`src/rtl/fifo_ctrl_if.sv`:
```
// fifo_ctrl_if
//   Bundles every fifo_ctrl signal except clk/rst.
//   Producer/consumer side : flush, wr_en, wr_data, rd_en -> ; <- rd_data, rd_valid,
//                            full, almost_full, empty, almost_empty, count,
//                            ovf_err, udf_err
//   RAM side               : <- ram_we, ram_waddr, ram_wdata, ram_raddr ; -> ram_rdata
//   modport master : the environment (user logic plus the RAM).
//   modport slave  : the FIFO controller.
//
// Handshake: a write is taken in any cycle where wr_en=1 and full=0, and a
// read in any cycle where rd_en=1 and empty=0. full and empty act as the
// inverse ready signals for each direction. Read data comes back exactly one
// cycle later and is qualified by rd_valid.
interface fifo_ctrl_if;
    logic        flush;
    logic        wr_en;
    logic [35:0] wr_data;
    logic        rd_en;
    logic [35:0] rd_data;
    logic        rd_valid;
    logic        full;
    logic        almost_full;
    logic        empty;
    logic        almost_empty;
    logic [9:0]  count;
    logic        ovf_err;
    logic        udf_err;
    logic        ram_we;
    logic [8:0]  ram_waddr;
    logic [35:0] ram_wdata;
    logic [8:0]  ram_raddr;
    logic [35:0] ram_rdata;

    modport master (
        output flush, wr_en, wr_data, rd_en, ram_rdata,
        input  rd_data, rd_valid, full, almost_full, empty, almost_empty,
               count, ovf_err, udf_err, ram_we, ram_waddr, ram_wdata, ram_raddr
    );

    modport slave (
        input  flush, wr_en, wr_data, rd_en, ram_rdata,
        output rd_data, rd_valid, full, almost_full, empty, almost_empty,
               count, ovf_err, udf_err, ram_we, ram_waddr, ram_wdata, ram_raddr
    );
endinterface

```
`src/rtl/fifo_ctrl.sv`:
```
// fifo_ctrl
//   Pointer/count controller for a 512 x 36 FIFO built around an external
//   simple dual-port RAM (port A write, port B registered read).
//   Ports:
//     clk  - single clock, rising edge
//     rst  - synchronous active-high reset
//     bus  - fifo_ctrl_if.slave, user handshake, status flags and RAM ports
//   Parameters:
//     AFULL_LEVEL  - almost_full when count >= AFULL_LEVEL  (1..512)
//     AEMPTY_LEVEL - almost_empty when count <= AEMPTY_LEVEL (0..511)
module fifo_ctrl #(
    parameter int AFULL_LEVEL  = 496,
    parameter int AEMPTY_LEVEL = 16
) (
    input  logic       clk,
    input  logic       rst,
    fifo_ctrl_if.slave bus
);

    localparam logic [9:0] DEPTH    = 10'd512;
    localparam logic [9:0] AFULL_L  = 10'(AFULL_LEVEL);
    localparam logic [9:0] AEMPTY_L = 10'(AEMPTY_LEVEL);

    logic [8:0] wptr_q, wptr_d;
    logic [8:0] rptr_q, rptr_d;
    logic [9:0] count_q, count_d;
    logic       rd_valid_q, rd_valid_d;
    logic       ovf_err_q, ovf_err_d;
    logic       udf_err_q, udf_err_d;

    logic full, empty;
    logic wr_acc, rd_acc;

    always_comb begin
        // Flags come only from the registered count.
        full  = (count_q == DEPTH);
        empty = (count_q == 10'd0);

        // Reading only when non-empty and writing only when non-full means
        // the read and write addresses can never collide while ram_we=1.
        // flush and rst both suppress any RAM write in their cycle.
        wr_acc = bus.wr_en & ~full  & ~bus.flush & ~rst;
        rd_acc = bus.rd_en & ~empty & ~bus.flush & ~rst;

        wptr_d     = wptr_q;
        rptr_d     = rptr_q;
        count_d    = count_q;
        rd_valid_d = rd_acc;

        if (bus.flush) begin
            wptr_d  = 9'd0;
            rptr_d  = 9'd0;
            count_d = 10'd0;
        end else begin
            if (wr_acc) wptr_d = wptr_q + 9'd1;
            if (rd_acc) rptr_d = rptr_q + 9'd1;
            case ({wr_acc, rd_acc})
                2'b10:   count_d = count_q + 10'd1;
                2'b01:   count_d = count_q - 10'd1;
                default: count_d = count_q;
            endcase
        end

        // Sticky errors record any request made against the wrong flag,
        // independent of flush; only rst clears them.
        ovf_err_d = ovf_err_q | (bus.wr_en & full);
        udf_err_d = udf_err_q | (bus.rd_en & empty);
    end

    always_ff @(posedge clk) begin
        if (rst) begin
            wptr_q     <= 9'd0;
            rptr_q     <= 9'd0;
            count_q    <= 10'd0;
            rd_valid_q <= 1'b0;
            ovf_err_q  <= 1'b0;
            udf_err_q  <= 1'b0;
        end else begin
            wptr_q     <= wptr_d;
            rptr_q     <= rptr_d;
            count_q    <= count_d;
            rd_valid_q <= rd_valid_d;
            ovf_err_q  <= ovf_err_d;
            udf_err_q  <= udf_err_d;
        end
    end

    assign bus.ram_we       = wr_acc;
    assign bus.ram_waddr    = wptr_q;
    assign bus.ram_wdata    = bus.wr_data;
    assign bus.ram_raddr    = rptr_q;
    // The RAM output register supplies the one-cycle read latency.
    assign bus.rd_data      = bus.ram_rdata;
    assign bus.rd_valid     = rd_valid_q;
    assign bus.full         = full;
    assign bus.empty        = empty;
    assign bus.almost_full  = (count_q >= AFULL_L);
    assign bus.almost_empty = (count_q <= AEMPTY_L);
    assign bus.count        = count_q;
    assign bus.ovf_err      = ovf_err_q;
    assign bus.udf_err      = udf_err_q;

endmodule

```
`src/flat_wrapper.sv`:
```
// flat-port wrapper written by rule: the top's interface ports become plain ports
module fifo_ctrl_flat 
#(
    parameter int AFULL_LEVEL  = 496,
    parameter int AEMPTY_LEVEL = 16
)
  (clk, rst, bus_flush, bus_wr_en, bus_wr_data, bus_rd_en, bus_ram_rdata, bus_rd_data, bus_rd_valid, bus_full, bus_almost_full, bus_empty, bus_almost_empty, bus_count, bus_ovf_err, bus_udf_err, bus_ram_we, bus_ram_waddr, bus_ram_wdata, bus_ram_raddr);
  fifo_ctrl_if bus_i ();
  input  logic clk;
  input  logic rst;
  input wire logic [$bits(bus_i.flush)-1:0] bus_flush;
  input wire logic [$bits(bus_i.wr_en)-1:0] bus_wr_en;
  input wire logic [$bits(bus_i.wr_data)-1:0] bus_wr_data;
  input wire logic [$bits(bus_i.rd_en)-1:0] bus_rd_en;
  input wire logic [$bits(bus_i.ram_rdata)-1:0] bus_ram_rdata;
  output wire logic [$bits(bus_i.rd_data)-1:0] bus_rd_data;
  output wire logic [$bits(bus_i.rd_valid)-1:0] bus_rd_valid;
  output wire logic [$bits(bus_i.full)-1:0] bus_full;
  output wire logic [$bits(bus_i.almost_full)-1:0] bus_almost_full;
  output wire logic [$bits(bus_i.empty)-1:0] bus_empty;
  output wire logic [$bits(bus_i.almost_empty)-1:0] bus_almost_empty;
  output wire logic [$bits(bus_i.count)-1:0] bus_count;
  output wire logic [$bits(bus_i.ovf_err)-1:0] bus_ovf_err;
  output wire logic [$bits(bus_i.udf_err)-1:0] bus_udf_err;
  output wire logic [$bits(bus_i.ram_we)-1:0] bus_ram_we;
  output wire logic [$bits(bus_i.ram_waddr)-1:0] bus_ram_waddr;
  output wire logic [$bits(bus_i.ram_wdata)-1:0] bus_ram_wdata;
  output wire logic [$bits(bus_i.ram_raddr)-1:0] bus_ram_raddr;
  assign bus_i.flush = bus_flush;
  assign bus_i.wr_en = bus_wr_en;
  assign bus_i.wr_data = bus_wr_data;
  assign bus_i.rd_en = bus_rd_en;
  assign bus_i.ram_rdata = bus_ram_rdata;
  assign bus_rd_data = bus_i.rd_data;
  assign bus_rd_valid = bus_i.rd_valid;
  assign bus_full = bus_i.full;
  assign bus_almost_full = bus_i.almost_full;
  assign bus_empty = bus_i.empty;
  assign bus_almost_empty = bus_i.almost_empty;
  assign bus_count = bus_i.count;
  assign bus_ovf_err = bus_i.ovf_err;
  assign bus_udf_err = bus_i.udf_err;
  assign bus_ram_we = bus_i.ram_we;
  assign bus_ram_waddr = bus_i.ram_waddr;
  assign bus_ram_wdata = bus_i.ram_wdata;
  assign bus_ram_raddr = bus_i.ram_raddr;
  fifo_ctrl #(.AFULL_LEVEL(AFULL_LEVEL), .AEMPTY_LEVEL(AEMPTY_LEVEL)) u_core (.clk(clk), .rst(rst), .bus(bus_i));
endmodule
```
`config.mk`:
```
export PLATFORM = sky130hd
export DESIGN_NAME = fifo_ctrl_flat
export DESIGN_NICKNAME = d
export VERILOG_FILES = /design/src/rtl/fifo_ctrl_if.sv /design/src/rtl/fifo_ctrl.sv /design/src/flat_wrapper.sv
export SDC_FILE = /design/constraint.sdc
export NUM_CORES = 1
export LEC_CHECK = 0
export CORE_AREA = 2 2 86 88
export CTS_CLUSTER_SIZE = 40
export DETAILED_ROUTE_END_ITERATION = 16
export DIE_AREA = 0 0 88 90
export PLACE_DENSITY = 0.77
export SETUP_SLACK_MARGIN = 0.4
export SLEW_MARGIN = 30
export SYNTH_ARGS = -nofsm -noshare
export SYNTH_HDL_FRONTEND = slang
export SYNTH_SLANG_ARGS = --single-unit
```
`constraint.sdc`:
```
create_clock -name clk -period 4.9 [get_ports clk]
set_input_delay 0.49 -clock clk [delete_from_list [all_inputs] [get_ports clk]]
set_output_delay 0.49 -clock clk [all_outputs]
set_load 0.01 [all_outputs]
```
Word-level counts from Yosys, hierarchy flattened --
Index checks and enable logic that the tools add are counted.
Cells by class: add/sub/neg operators 4, $lt $le $gt $ge 2, equal/unequal tests 3, muxes and demuxes 1, bitwise operators 14, reductions and logical operators 3
Operators with widths (number):
- $pmux 10 s2 | 1
- $add 9x1->9 const B | 2
- $add 10x1->10 const B | 1
- $eq 10x10->1 const B | 1
- $ge 10x9->1 const B | 1
- $le 10x5->1 const B | 1
- $logic_not 10->1 | 1
- $sub 10x1->10 const B | 1
- $and 1x1->1 | 8
- $not 1->1 | 4
- $eq 2x1->1 const B | 1
- $eq 2x2->1 const B | 1
- $or 1x1->1 | 2
- $reduce_bool 2->1 | 1
- $reduce_or 2->1 | 1
Storage, ports and cells: bits in registers 31, input bits 77, logic and storage cells 33

Depth between registers and ports, before layout --
depth after elaboration 7, gate-level depth with buffers 11, depth with buffers taken out 10

Worst setup path before layout --
No wires, ideal clock.
kind register -> register, start register u_core.count_q[0], in the netlist u_core.bus.count[0], end register u_core.count_q[8], in the netlist u_core.bus.count[8], library setup time 125 ps, arrival 3536 ps, required time 4775 ps, slack 1239 ps, cell stages (with the launch flop) 12, path buffers 1, period minus slack after synthesis 3661 ps, cell sequence dfxtp_1 or4_4 o41ai_4 buf_6 nor2_1 ha_1 fa_1 a21o_1 a211o_1 a2111oi_0 nor3_1 nand3b_1
Between the ends: word-level cells in the longest chain between the ends 7, elaborated cells between the ends (all ways) 16, classes of those cells 2 x add/sub; 3 x eq/ne; 1 x mux; 8 x bitwise; 2 x reduce/logical
RTL lines:
- from (decl) | RTL line fifo_ctrl.sv:26 | logic [9:0] count_q, count_d;
- from (signal assigned) | RTL line fifo_ctrl.sv:81 | count_q <= count_d;
- $logic_not 10->1 * | RTL line fifo_ctrl.sv:37 | empty = (count_q == 10'd0);
- $not 1->1 * | RTL line fifo_ctrl.sv:43 | rd_acc = bus.rd_en & ~empty & ~bus.flush & ~rst;
- $and 1x1->1 * (3 in a row) | RTL line fifo_ctrl.sv:43
- net u_core.rd_acc | RTL line fifo_ctrl.sv:32 | logic wr_acc, rd_acc;
- $eq 2x1->1 / $eq 2x2->1 (equally long branches) | RTL line fifo_ctrl.sv:57 | case ({wr_acc, rd_acc})
- $pmux 10 s2 / $reduce_bool 2->1 (equally long branches)
The timed path passes the listed nets; every way through them passes the cells marked *. A chain may end at the register's enable or synchronous reset.

Worst setup path after layout --
Same ends and word-level chain as after synthesis.

==> out/metrics.cfg <==
[yosys]
avgSynthCellArea_um2 = 8.36
synth.distinct_cells = 40
ys_ff_latch = 31
synth_edf_count = 0
synthFlopType = dfxtp_1
syn_area_um2 = 2260
async_reset_ff_share_pct = 0
syn-num-nets = 359
seq_area_frac_synth_pct = 27.5
yosys_warnings = 0
synth_cells = 270

[power_and_ir_drop]
p_per_area_nw_per_um2 = 231
clockPowerShare_pct = 48.1
swShare_pct = 20.7
power_frac_comb_pct = 4.7
irDropWorstVdd_v = 0.0000787
p_switching_mw = 0.112
p_leak_nw = 0.886
p_int_mw = 0.429
pwr-share-seq_pct = 47.2

[placement]
gp_congestion = 0.846
dp_slack_ns = 0.886
port_buffers = 40
dpl-instance-area_um2 = 2220
dp_hpwl_mm = 3.64

[layout]
design_area_um2 = 2340
syn2layout_area_growth_pct = 3.66
nets = 330
insertedDiodeCount = 0
drive_above_1_share_pct = 7.85

[critical_path]
cp.required_ns = 5.07
critical_path_class = flop to flop
worst_ep_arrival_time_ns = 4.12
endpoint_kind = flop
crit_family = compound AO/OA/AOI/OAI gates
path_max_fanout = 14
critPathBufInv = 1
start_kind = flop
cpMaxStageDelayCell = or4_4
critical_path.max_stage_delay_ns = 0.60
cp_cell_sequence = or4_4, o41ai_4, buf_4, nor2_1, ha_1, fa_1, a21o_1, a211o_1, a2111oi_0, nor3_1, nand3b_1

[clock_tree]
postCtsSetupBuffers = 0
cts_tree = done
cts_sinks = 31
numCtsBuffers = 5
clkTransAtPathRegs_ns = 0.06
h-tree-depth = 2
cts_buffer_depth = 2
cts_root_buffer = clkbuf_8
clk_latency_ns = 0.28
cts_resized = 0
holdBufCountCts = 0

[routing]
final_antenna_net_count = 0
vias_per_cell = 4.89
vias = 1666
wl_per_cell_um = 13.8
dr.first_iter.drc_count = 48
wirelength_mm = 4.72
dr.pass1.iters = 4
drc = 0

[sta]
timing.final.crit_period_ns = 3.95
fmax_mhz = 253
setup_tns_ns = 0
relSlewSlack_pct = 60.2
period_share_pct = 80.6
setup_slack_ns = 0.949
finalSetupViolations = 0
worstMarginPinSlew_ns = 0.581
slew_viol_final = 0
finalHoldViolCount = 0
rsz0062_at_grt = no
clock_skew_ns = 0.00499

[die]
dieArea_um2 = 7920
die_h_um = 90
initial_utilization_pct = 32.1
core_um2 = 7020
die-width_um = 88
ios = 185
row_count = 31

[global_routing]
overflow = 0
grt_pass1_wl_mm = 7.86
antenna_found_initial = 0
grt_max_degree = 26
grt_pass1_vias = 1701
gr-usage-all-layers_pct = 12.5

[run]
cap_violations = 0

[run_status]
outcome = finished clean

[worst_hold_path]
min_path_type = flop to flop

worst paths after layout:
check / slack (ns) / to / from / depth (start not counted)
setup / recovery: 0.95 / u_core.bus.count[8]$_SDFFE_PP0P_ / u_core.bus.count[0]$_SDFFE_PP0P_ / 11
hold / removal: 0.48 / u_core.bus.ovf_err$_SDFF_PP0_ / u_core.bus.ovf_err$_SDFF_PP0_ / 2
setup reg to reg: 0.95 / u_core.bus.count[8]$_SDFFE_PP0P_ / u_core.bus.count[0]$_SDFFE_PP0P_ / 11
hold reg to reg: 0.48 / u_core.bus.ovf_err$_SDFF_PP0_ / u_core.bus.ovf_err$_SDFF_PP0_ / 2
cell type report:
class	count	area, um2
Inverter	6	22.5
Multi-Input combinational cell	156	1050
Timing Repair Buffer	41	408
Sequential cell	31	621
Clock buffer	6	82.6
Clock inverter	2	35.0
Tap cell	99	124
Fill cell	744	4680
per-stage QoR:
stage	utilization [%]	cells	total power, mW	hold WS (ns)
6_report	33.3	341	0.541	0.479
3_5_place_dp	31.6	333	0.286	0.469
5_1_grt	33.3	341	0.565	0.525
2_1_floorplan	-	270	0.335	0.502
3_3_place_gp	31.6	333	0.286	0.459
4_1_cts	33.3	341	0.549	0.489
logic make-up after synthesis:
| kind of cell | share of synthesized area, % |
|---|---|
| buffers and inverters | 26.1 |
| AND/OR/NAND/NOR | 18.1 |
| AO/OA/AOI/OAI | 12.1 |
| flip-flops | 27.5 |
| XOR/XNOR | 7.38 |
| adder cells (fa/ha/maj) | 6.99 |
| multiplexers | 1.77 |
registers in the layout (all words and copies together) (netlist names):
register and count:
u_core.bus.count 10, u_core.bus.ram_raddr 9, u_core.bus.ram_waddr 9, u_core.bus.ovf_err 1
u_core.bus.rd_valid 1, u_core.bus.udf_err 1
routing by layer:
layer | global-route usage (%) | up-vias | routed length [um] | part of all wire [%]
li1 | - | 798 | - | -
met1 | 13.8 | 781 | 1900 | 40
met2 | 19.9 | 57 | 2300 | 49
met3 | 3.95 | 30 | 313 | 6.6
met4 | 8.46 | 0 | 206 | 4.4
met5 | 0 | - | 0 | 0
cells in the mapped netlist, drive strengths merged (2+ instances only):
cell | n | area share, %
clkbuf | 4 | 0.67
inv | 6 | 1.0
mux2i | 4 | 1.8
a21o | 2 | 0.72
xor2 | 13 | 5.0
o21a | 4 | 1.3
dfxtp | 31 | 28
nand4 | 5 | 1.4
nand3 | 14 | 3.1
buf | 73 | 24
ha | 11 | 6.1
nor4 | 3 | 0.83
o21ai | 13 | 2.9
or3 | 5 | 1.6
nand2 | 14 | 2.3
xnor2 | 6 | 2.3
nor2 | 22 | 3.7
nor3 | 5 | 1.3
and3 | 2 | 0.55
a21oi | 14 | 3.1
a211oi | 3 | 1.0
or4 | 2 | 0.83
and2 | 2 | 0.55
power groups by stage:
stage                     clock (mW)  combinational [mW]  sequential, mW
final                          0.260              0.0253           0.255
after global routing           0.282              0.0276           0.255
after CTS                      0.268              0.0255           0.255
after detailed placement           0              0.0253           0.261
after global placement             0              0.0248           0.261
after floorplan                    0              0.0734           0.261
placed cells by master, fill, tap and decap left out, types with 2 or more instances in the layout:
master,Yosys,final
dfxtp_1,31,31
clkdlybuf4s50_1,0,40
ha_1,11,11
nor2_1,22,22
xnor2_1,6,6
a21oi_1,14,14
or3_2,3,3
and3_1,2,2
and2_1,2,2
nand4_1,5,5
nand3_1,14,14
or3_1,2,2
inv_1,6,6
o21ai_0,13,13
clkbuf_8,0,6
o21a_1,4,4
xor2_1,13,13
a211oi_1,3,3
nand2_1,14,14
nor3_1,4,4
nor4_1,3,3
mux2i_1,4,4
worst reg2reg max path, cell delays in order (launching register included):
cell and delay (ns):
dfxtp_1 0.40, or4_4 0.60, o41ai_4 0.28, buf_4 0.24
nor2_1 0.07, ha_1 0.39, fa_1 0.48, a21o_1 0.21
a211o_1 0.31, a2111oi_0 0.57, nor3_1 0.11, nand3b_1 0.18
(Power assumes the default switching activity.)
